===== config.mk =====
export PLATFORM = sky130hd
export DESIGN_NAME = caesar_stream_decoder
export DESIGN_NICKNAME = d
export VERILOG_FILES = /design/src/rtl/cipher_pkg.sv /design/src/rtl/cipher_fifo.sv /design/src/rtl/caesar_stream_decoder.sv
export SDC_FILE = /design/constraint.sdc
export NUM_CORES = 1
export LEC_CHECK = 0
export ABC_CLOCK_PERIOD_IN_PS = 4220
export BUFFER_PORTS_ARGS = -buffer_cell sky130_fd_sc_hd__buf_2
export CORE_ASPECT_RATIO = 0.7
export CORE_MARGIN = 5
export CORE_UTILIZATION = 50
export DETAILED_ROUTE_END_ITERATION = 10
export GPL_ROUTABILITY_DRIVEN = 0
export PLACE_DENSITY = 0.78
export RECOVER_POWER = 25
export REMOVE_ABC_BUFFERS = 1
export SYNTH_ARGS = -nofsm -noshare
export SYNTH_HDL_FRONTEND = slang
export SYNTH_SLANG_ARGS = --single-unit

===== constraint.sdc =====
create_clock -name clk -period 4.22 [get_ports clk]
set_input_delay 0.211 -clock clk [delete_from_list [all_inputs] [get_ports clk]]
set_output_delay 0.211 -clock clk [all_outputs]
set_load 0.02 [all_outputs]

===== src/rtl/cipher_pkg.sv =====
// Shared definitions for the cipher encode/decode paths: alphabet constants,
// decoder FSM encoding, FIFO entry layout and mod-26 arithmetic helpers.
package cipher_pkg;

  localparam int unsigned ALPHA_LEN = 26;
  localparam int unsigned CHAR_W    = 5;
  localparam int unsigned SUM_W     = CHAR_W + 1;
  localparam int unsigned ENTRY_W   = CHAR_W + 1;

  localparam logic [CHAR_W-1:0] CHAR_INVALID = 5'd31;

  typedef enum logic {
    ST_NOKEY = 1'b0,
    ST_RUN   = 1'b1
  } state_t;

  // One queued output symbol: error flag on top, letter below.
  typedef struct packed {
    logic              err;
    logic [CHAR_W-1:0] data;
  } fifo_entry_t;

  // Fold a raw 5-bit value (0..31) into the alphabet range (0..25).
  function automatic logic [CHAR_W-1:0] mod26_reduce(input logic [CHAR_W-1:0] x);
    return (x >= CHAR_W'(ALPHA_LEN)) ? x - CHAR_W'(ALPHA_LEN) : x;
  endfunction

  // (a + b) mod 26 for a, b in 0..25; 6-bit sum with one conditional subtract.
  function automatic logic [CHAR_W-1:0] mod26_add(input logic [CHAR_W-1:0] a,
                                                  input logic [CHAR_W-1:0] b);
    logic [SUM_W-1:0] s;
    s = {1'b0, a} + {1'b0, b};
    if (s >= SUM_W'(ALPHA_LEN)) s = s - SUM_W'(ALPHA_LEN);
    return s[CHAR_W-1:0];
  endfunction

  // (a - b) mod 26 for a, b in 0..25; borrows by adding 26 when a < b.
  function automatic logic [CHAR_W-1:0] mod26_sub(input logic [CHAR_W-1:0] a,
                                                  input logic [CHAR_W-1:0] b);
    logic [SUM_W-1:0] s;
    if (a >= b) s = {1'b0, a} - {1'b0, b};
    else        s = {1'b0, a} + SUM_W'(ALPHA_LEN) - {1'b0, b};
    return s[CHAR_W-1:0];
  endfunction

endpackage


===== src/rtl/cipher_fifo.sv =====
// Synchronous FIFO with registered storage and occupancy counter.
// Ports: clk, resetn (async, active-low); i_push/i_wdata write side;
// i_pop read side; o_rdata always shows the head entry; o_full/o_empty flags.
// Pushes while full and pops while empty are ignored.
module cipher_fifo #(
  parameter int unsigned WIDTH = 6,
  parameter int unsigned DEPTH = 4
) (
  input  logic             clk,
  input  logic             resetn,
  input  logic             i_push,
  input  logic [WIDTH-1:0] i_wdata,
  input  logic             i_pop,
  output logic [WIDTH-1:0] o_rdata,
  output logic             o_full,
  output logic             o_empty
);

  localparam int unsigned AW = (DEPTH > 1) ? $clog2(DEPTH) : 1;
  localparam int unsigned CW = AW + 1;

  logic [WIDTH-1:0] r_mem [DEPTH];
  logic [AW-1:0]    r_wptr;
  logic [AW-1:0]    r_rptr;
  logic [CW-1:0]    r_count;

  logic w_do_push;
  logic w_do_pop;

  assign o_full    = (r_count == CW'(DEPTH));
  assign o_empty   = (r_count == '0);
  assign w_do_push = i_push && !o_full;
  assign w_do_pop  = i_pop && !o_empty;
  assign o_rdata   = r_mem[r_rptr];

  // Storage and pointers; DEPTH is a power of two so pointers wrap naturally.
  always_ff @(posedge clk or negedge resetn) begin
    if (!resetn) begin
      for (int i = 0; i < int'(DEPTH); i++) r_mem[i] <= '0;
      r_wptr  <= '0;
      r_rptr  <= '0;
      r_count <= '0;
    end else begin
      if (w_do_push) begin
        r_mem[r_wptr] <= i_wdata;
        r_wptr        <= r_wptr + AW'(1);
      end
      if (w_do_pop) r_rptr <= r_rptr + AW'(1);
      case ({w_do_push, w_do_pop})
        2'b10:   r_count <= r_count + CW'(1);
        2'b01:   r_count <= r_count - CW'(1);
        default: r_count <= r_count;
      endcase
    end
  end

endmodule


===== src/rtl/caesar_stream_decoder.sv =====
// Streaming Caesar / rolling-key decoder.
// Ports: clk, resetn (async, active-low);
//   key_load/key_in/step_in/roll_en   key setup (values 26..31 folded at load)
//   in_valid/in_data/in_ready          ciphertext input handshake
//   out_valid/out_data/out_err/out_ready  plaintext output from the FIFO head
//   key_cur    key applied to the next accepted symbol
//   sym_count  symbols accepted since last key_load/reset (wraps)
module caesar_stream_decoder
  import cipher_pkg::*;
#(
  parameter int unsigned DEPTH = 4,
  parameter int unsigned CNT_W = 16
) (
  input  logic              clk,
  input  logic              resetn,
  input  logic              key_load,
  input  logic [4:0]        key_in,
  input  logic [4:0]        step_in,
  input  logic              roll_en,
  input  logic              in_valid,
  input  logic [4:0]        in_data,
  output logic              in_ready,
  output logic              out_valid,
  output logic [4:0]        out_data,
  output logic              out_err,
  input  logic              out_ready,
  output logic [4:0]        key_cur,
  output logic [CNT_W-1:0]  sym_count
);

  state_t             r_state;
  logic [CHAR_W-1:0]  r_key;
  logic [CHAR_W-1:0]  r_step;
  logic               r_roll;
  logic [CNT_W-1:0]   r_count;

  logic               w_full;
  logic               w_empty;
  logic               w_accept;
  logic               w_pop;
  logic               w_in_err;
  fifo_entry_t        w_push_entry;
  fifo_entry_t        w_head;
  logic [ENTRY_W-1:0] w_push_bits;
  logic [ENTRY_W-1:0] w_head_bits;

  // key_load takes priority over an incoming symbol; no pass-through when full.
  assign in_ready  = (r_state == ST_RUN) && !w_full && !key_load;
  assign w_accept  = in_valid && in_ready;
  assign w_in_err  = (in_data > CHAR_W'(ALPHA_LEN - 1));
  assign out_valid = !w_empty;
  assign w_pop     = out_valid && out_ready;

  // Decoded entry for the current input symbol.
  always_comb begin
    w_push_entry = '0;
    if (w_in_err) begin
      w_push_entry.err  = 1'b1;
      w_push_entry.data = CHAR_INVALID;
    end else begin
      w_push_entry.data = mod26_sub(in_data, r_key);
    end
  end

  assign w_push_bits = w_push_entry;
  assign w_head      = fifo_entry_t'(w_head_bits);
  assign out_data    = w_head.data;
  assign out_err     = w_head.err;
  assign key_cur     = r_key;
  assign sym_count   = r_count;

  cipher_fifo #(
    .WIDTH (ENTRY_W),
    .DEPTH (DEPTH)
  ) u_fifo (
    .clk     (clk),
    .resetn  (resetn),
    .i_push  (w_accept),
    .i_wdata (w_push_bits),
    .i_pop   (w_pop),
    .o_rdata (w_head_bits),
    .o_full  (w_full),
    .o_empty (w_empty)
  );

  // Control FSM with key, step, roll flag and symbol counter.
  always_ff @(posedge clk or negedge resetn) begin
    if (!resetn) begin
      r_state <= ST_NOKEY;
      r_key   <= '0;
      r_step  <= '0;
      r_roll  <= 1'b0;
      r_count <= '0;
    end else begin
      case (r_state)
        ST_NOKEY: begin
          if (key_load) begin
            r_state <= ST_RUN;
            r_key   <= mod26_reduce(key_in);
            r_step  <= mod26_reduce(step_in);
            r_roll  <= roll_en;
            r_count <= '0;
          end
        end
        ST_RUN: begin
          if (key_load) begin
            r_key   <= mod26_reduce(key_in);
            r_step  <= mod26_reduce(step_in);
            r_roll  <= roll_en;
            r_count <= '0;
          end else if (w_accept) begin
            r_count <= r_count + CNT_W'(1);
            // Out-of-range symbols do not advance the rolling key.
            if (r_roll && !w_in_err) r_key <= mod26_add(r_key, r_step);
          end
        end
        default: r_state <= ST_NOKEY;
      endcase
    end
  end

endmodule

Yosys cells after proc, flatten, opt, wreduce, memory -nomap -nowiden:

Index checks and enable logic that the tools add are counted.

* multiplexer cells: 26
* reductions and logical operators: 16
* order comparisons: 8
* bitwise gates (word level): 3
* add/sub/neg operators: 12
* equality and inequality tests: 6

Operator list (count)
* 2-to-1 mux 5 bit: 10
* 2-to-1 mux 16 bit: 3
* case mux 16 bit (2 select lines): 1
* bitwise mux 24 bit: 1
* 2-to-1 mux 6 bit: 3
* adder 16 x 1 -> 16 bit, second input constant: 1
* subtractor 5 bit, second input constant: 3
* binary-select mux 6 bit (select 2 bit): 1
* demux 6 bit (select 2 bit): 1
* >= comparator 5 bit, second input constant: 2
* case mux 5 bit (2 select lines): 1
* subtractor 5 bit: 2
* logical AND 1 bit: 8
* adder 5 x 5 -> 6 bit: 1
* >= comparator 3 bit, second input constant: 2
* >= comparator 6 x 5 -> 1 bit, second input constant: 1
* inequality test 3 x 2 -> 1 bit, second input constant: 2
* NOT 2 -> 3 bit: 2
* case mux 3 bit (2 select lines): 1
* adder 5 bit, second input constant: 1
* >= comparator 5 bit: 1
* > comparator 5 bit, second input constant: 1
* adder 2 x 1 -> 2 bit, second input constant: 2
* zero test 1 bit: 4
* 13 further kinds: 16

* output and inout port bits: 29
* word-level logic and storage cells: 83
* register bits after elaboration: 59

Depth between registers and ports, before layout:

* word-level depth: 8
* depth in mapped cells: 11
* gate-level depth less buffers: 10

Cells and area by module:

A second synthesis with hierarchy kept.

* cell total of the unflattened synthesis: 336
* area, all modules: 3607.2 µm²

Modules (own cells, without submodules)
* caesar_stream_decoder: area each 2165.8 µm², sequential area each 700.7 µm², times used 1, cells each 240
* cipher_fifo: area each 1441.4 µm², sequential area each 775.7 µm², times used 1, cells each 96

Worst setup path after synthesis:

OpenSTA, ideal clock, no wires.

* path kind: flip-flop to flip-flop
* from: register r_key[0], in the netlist key_cur[0]
* to: register r_key[3], in the netlist key_cur[3]
* arrival time: 2.157 ns
* stages on the path, launching flop included: 10
* buffers on the path: 0
* path slack: 1.927 ns
* library setup time: 0.136 ns
* cells stage by stage: dfrtp_1 -> ha_1 -> inv_1 -> fa_1 -> a2bb2oi_1 -> o221ai_1 -> nor3_1 -> a21boi_2 -> o21ai_0 -> o311ai_1

* cells in the longest elaborated chain, start to end: 7
* elaborated cells on any way between the ends: 8
* those cells by class: add/sub (2); order compare (1); mux (5)

Ends and longest elaborated chain
* start: declaration: RTL line caesar_stream_decoder.sv:32 `logic [CHAR_W-1:0] r_key;`
* start signal: assignment: RTL line caesar_stream_decoder.sv:99 `r_key <= mod26_reduce(key_in);`
* start signal: assignment: RTL line caesar_stream_decoder.sv:107 `r_key <= mod26_reduce(key_in);`
* start signal: assignment: RTL line caesar_stream_decoder.sv:114 `if (r_roll && !w_in_err) r_key <= mod26_add(r_key, r_step);`
* adder 5 x 5 -> 6 bit *: RTL line cipher_pkg.sv:32 `s = {1'b0, a} + {1'b0, b};`
* subtractor 5 bit or >= comparator 6 x 5 -> 1 bit (tied branches): RTL line cipher_pkg.sv:33 `if (s >= SUM_W'(ALPHA_LEN)) s = s - SUM_W'(ALPHA_LEN);`
* 2-to-1 mux 5 bit *: RTL line cipher_pkg.sv:33
* 2-to-1 mux 5 bit *: RTL line caesar_stream_decoder.sv:114
* 2-to-1 mux 5 bit *: RTL line caesar_stream_decoder.sv:111 `end else if (w_accept) begin`
* 2-to-1 mux 5 bit *: RTL line caesar_stream_decoder.sv:106 `if (key_load) begin`
* case mux 5 bit (2 select lines) *: RTL line caesar_stream_decoder.sv:95 `case (r_state)`

Mark *: on every way between the ends. The rest lies on a longest branch, timed or not. The select of a mux whose other input is x is not followed.
A chain may end at the register's enable or synchronous reset.

Worst setup path after layout:

* from: register r_key[2], in the netlist key_cur[2]
* to: register u_fifo.r_mem[4] (netlist name)

* cells in the longest elaborated chain, start to end: 4
* elaborated cells on any way between the ends: 6
* those cells by class: add/sub (2); order compare (1); mux (3)

Ends and longest elaborated chain
* subtractor 5 bit (tied with other cells): RTL line cipher_pkg.sv:42 `else s = {1'b0, a} + SUM_W'(ALPHA_LEN) - {1'b0, b};`
* 2-to-1 mux 5 bit *: RTL line cipher_pkg.sv:41 `if (a >= b) s = {1'b0, a} - {1'b0, b};`
* 2-to-1 mux 5 bit *: RTL line caesar_stream_decoder.sv:57 `if (w_in_err) begin`
* bitwise mux 24 bit *: RTL line cipher_fifo.sv:45 `r_mem[r_wptr] <= i_wdata;`
* end signal: indexed assignment: RTL line cipher_fifo.sv:45
* end: declaration: RTL line cipher_fifo.sv:22 `logic [WIDTH-1:0] r_mem [DEPTH];`

Mark *: on every way between the ends. The rest lies on a longest branch, timed or not.

==> summary.md <==
| Metric | Value |
|---|---|
| First-pass GRT wire length | between 10 and 15 mm |
| Fmax | 0.413 GHz |
| Die area | around 9000 µm² |
| Total wire length | 7.90 mm |
| H-tree depth | 3 |
| PostCTS Resize Cnt | 0 |
| Seq/Total Area, Yosys | about 40% |
| Post-synth cell types | 51 |
| Vias | about 2800 |
| Slew Viols, Final | 0 |
| Drt drc | 0 |
| GRT overflow | 0 |
| Drt via density | 5.48 |
| Clk Latency, worst-skew pair | about 0.34 ns |
| RSZ-0062 raised after global routing | no |
| Clock Pin Slew Worst Setup and Hold Paths | approximately 0.06 ns |
| Post-CTS setup repair buffer count | 0 |
| Initial Utilization | a little over half |
| Max-cap violation count | 0 |
| Slowest cell on crit path | dfrtp_1 |
| Placeable core area | just under 7000 µm² |
| Gr usage total | about a fifth |
| Synth-to-Final Area Change | 15.3% |
| Post-Layout Cell Count | 503 |
| Setup crit end kind | flop |
| Minimum clock period | 2.42 ns |
| CTS Buf Count | 9 |
| Post-route cell area | approximately 4100 µm² |
| Dpl cell area | slightly below 4000 µm² |
| Site Rows | 25 |
| Die Y | 80.9 µm |
| Least-Margin Pin Slew | 0.739 ns |
| Remaining antenna violation count | 0 |
| Final cycle utilization of the critical path | around 57% |
| CTS tree | yes |
| Setup Skew | 0.00898 ns |
| Die X | 111 µm |
| Final hold violation count | 0 |
| Root buf cell | clkbuf_8 |
| Final setup TNS | 0 ns |
| Setup violations, final | 0 |
| Synth Warn # | 0 |
| Post-DP HPWL | approximately 5.8 mm |
| CP Launch Point | key_cur[2] |
| Ranking of synthesized cells by area | dfrtp_1, ha_1, mux2_2, xor2_1, mux4_2 |
| Hold buffer count at cts | 0 |
| Post-synth top area share | between 40% and 50% |
| CP required | between 4 and 5 ns |
| Mapped Cells | about 350 |
| Crit path launch type | flop |
| Critical Path AT | roughly 2.7 ns |
| Avg Inst Size Synth | ~10 µm² |
| CP max stage delay | 0.40 ns |
| Yosys reg bits | between 50 and 60 |
| Number of global-route vias before repair | approximately 2700 |
| Min-Delay Path Class | primary input to async pin |
| Pin count of the biggest net entering global routing | 60 |
| TritonCTS Sinks | roughly 60 |
| Number of DRC markers in iteration 0 | 190 |
| Tot Pwr | 2.50 mW |
| WS Path Type | flop to flop |
| Max Buffers Root-to-Sink | 2 |
| Wirelength per Cell | ~16 µm |
| Largest area contributor in the netlist | dfrtp_1 |
| Final Net Count | roughly 460 |
| IO Port Bufs | 49 |
| Leak Pwr | around 2 nW |
| Utilization after layout | between 60% and 70% |
| Rel. slew slack | ~50% |
| Peak VDD IR | approximately 0.27 mV |
| Cells along the critical path | inv_1 > ha_1 > ha_1 > a21oi_1 > o21bai_1 > xnor2_1 > nand4_1 > a41oi_1 > mux2_2 |
| # placed instances | 488 |
| Max FO, Critical Path | 7 |
| Share of cells above drive strength 1 | a little under a quarter |
| CP dominant cell by count | ha_1 |
| Antenna diode count | 0 |
| Status | complete, no violations |
| WP buf/inv | 1 |
| Delay-heaviest family, CP | adder cells |
| Reg-to-reg startpoint | key_cur[2] |
| PwrDens | between 600 and 700 nW/µm² |
| Initial antenna violation count | 0 |
| Ys flop type | dfrtp_1 |
| Synthesized area | roughly 3600 µm² |
| DRT Pass-1 Iters | 4 |
| Fraction of registers with async set or reset after synthesis | 100% |
| Post-synth EDFFs | 0 |
| IO Count | 50 |
==> metal layers <==
metal | wire [µm] | up-vias | track usage (%)
li1 | - | 1337 | -
met3 | 516 | 8 | 6.40
met5 | 0 | - | 0
met4 | 79 | 0 | 5.22
met1 | 3790 | 1333 | 25.9
met2 | 3520 | 76 | 29.1
==> cells by family (layout without fill, tap and decap cells) <==
| group | Yosys count | after routing | synth area share (%) |
|---|---|---|---|
| and+or+nand+nor | 97 | 97 | 13.3 |
| AOI/OAI and AO/OA | 71 | 71 | 13.3 |
| DFF | 59 | 59 | 41.1 |
| buffers and inverters | 45 | 101 | 4.94 |
| adders and majority gates | 29 | 29 | 11.1 |
| xor gates and xnor gates | 27 | 27 | 6.58 |
| muxes | 25 | 25 | 9.71 |
==> layout make-up <==
type,instances,area (µm²)
fillers,580,2740
multi-input cells,249,1940
flip-flops and latches,59,1480
repair buffers,52,268
clock buffers,10,138
inverters,34,128
well taps,94,118
clock inverters,5,77.6
==> report_power, final <==
part	internal, mW	switching (mW)
logic	0.483	0.568
registers	0.737	0.151
clock network	0.343	0.220
==> metrics by stage <==
| stage | worst slack, ns | hold slack (ns) |
|---|---|---|
| after global placement | 1.90 | 0.403 |
| after CTS | 1.82 | 0.0460 |
| after floorplan | 1.93 | -0.0846 |
| final | 1.80 | 0.0187 |
| after detailed placement | 1.83 | 0.414 |
| after global routing | 1.55 | 0.0955 |
==> registers in the layout (all words and copies together), names as in the netlist <==
register        flops
r_roll              1
key_cur             5
u_fifo.r_wptr       2
r_state             1
r_step              5
u_fifo.r_count      3
sym_count          16
u_fifo.r_mem       24
u_fifo.r_rptr       2
==> path summary, 6_finish.rpt <==
path                                     to  slack [ns]  depth (start not counted)
min                        u_fifo.r_mem[12]        0.02                          2
min in group clk                     r_roll        0.13                          2
max reg2reg                 u_fifo.r_mem[4]        1.80                          9
max                         u_fifo.r_mem[4]        1.80                          9
max in group asynchronous  u_fifo.r_mem[16]        3.71                          2
min reg2reg                 u_fifo.r_mem[6]        0.48                          2
==> layout by cell type (no fill, tap or decap), types with 3 or more instances in the layout <==
cell type,count
ha_1,24
buf_4,3
nor3_1,3
nand4_1,5
nor2_1,26
mux4_2,6
o211ai_1,4
xnor2_1,9
clkbuf_8,10
dfrtp_1,59
mux2i_1,3
a21oi_1,14
nand2_1,30
a41oi_1,6
mux2_2,15
and3_1,5
buf_2,49
inv_1,34
fa_1,5
nand2b_1,5
nand3_1,9
o21ai_0,24
a31oi_1,3
and4_1,4
xor2_1,18
==> cell usage after synthesis (2+ instances only) <==
cell type and number:
o21a_1 2, o21ai_0 24, nand2b_1 5, and3_1 5, nor3_1 3, o211ai_1 4, xnor2_1 9, buf_4 2
nand2_1 30, clkbuf_1 7, o31ai_1 2, mux2i_1 3, xor2_1 18, or3_1 2, inv_1 34, nand4_1 5
nand3_1 9, dfrtp_1 59, o221ai_1 2, nor2_1 26, and2_1 2, a21oi_1 14, fa_1 5, a31oi_1 3
mux4_2 6, mux2_2 15, ha_1 24, a41oi_1 6, o21bai_1 2, and4_1 4
Note: power is estimated with default switching activity, not from simulation.
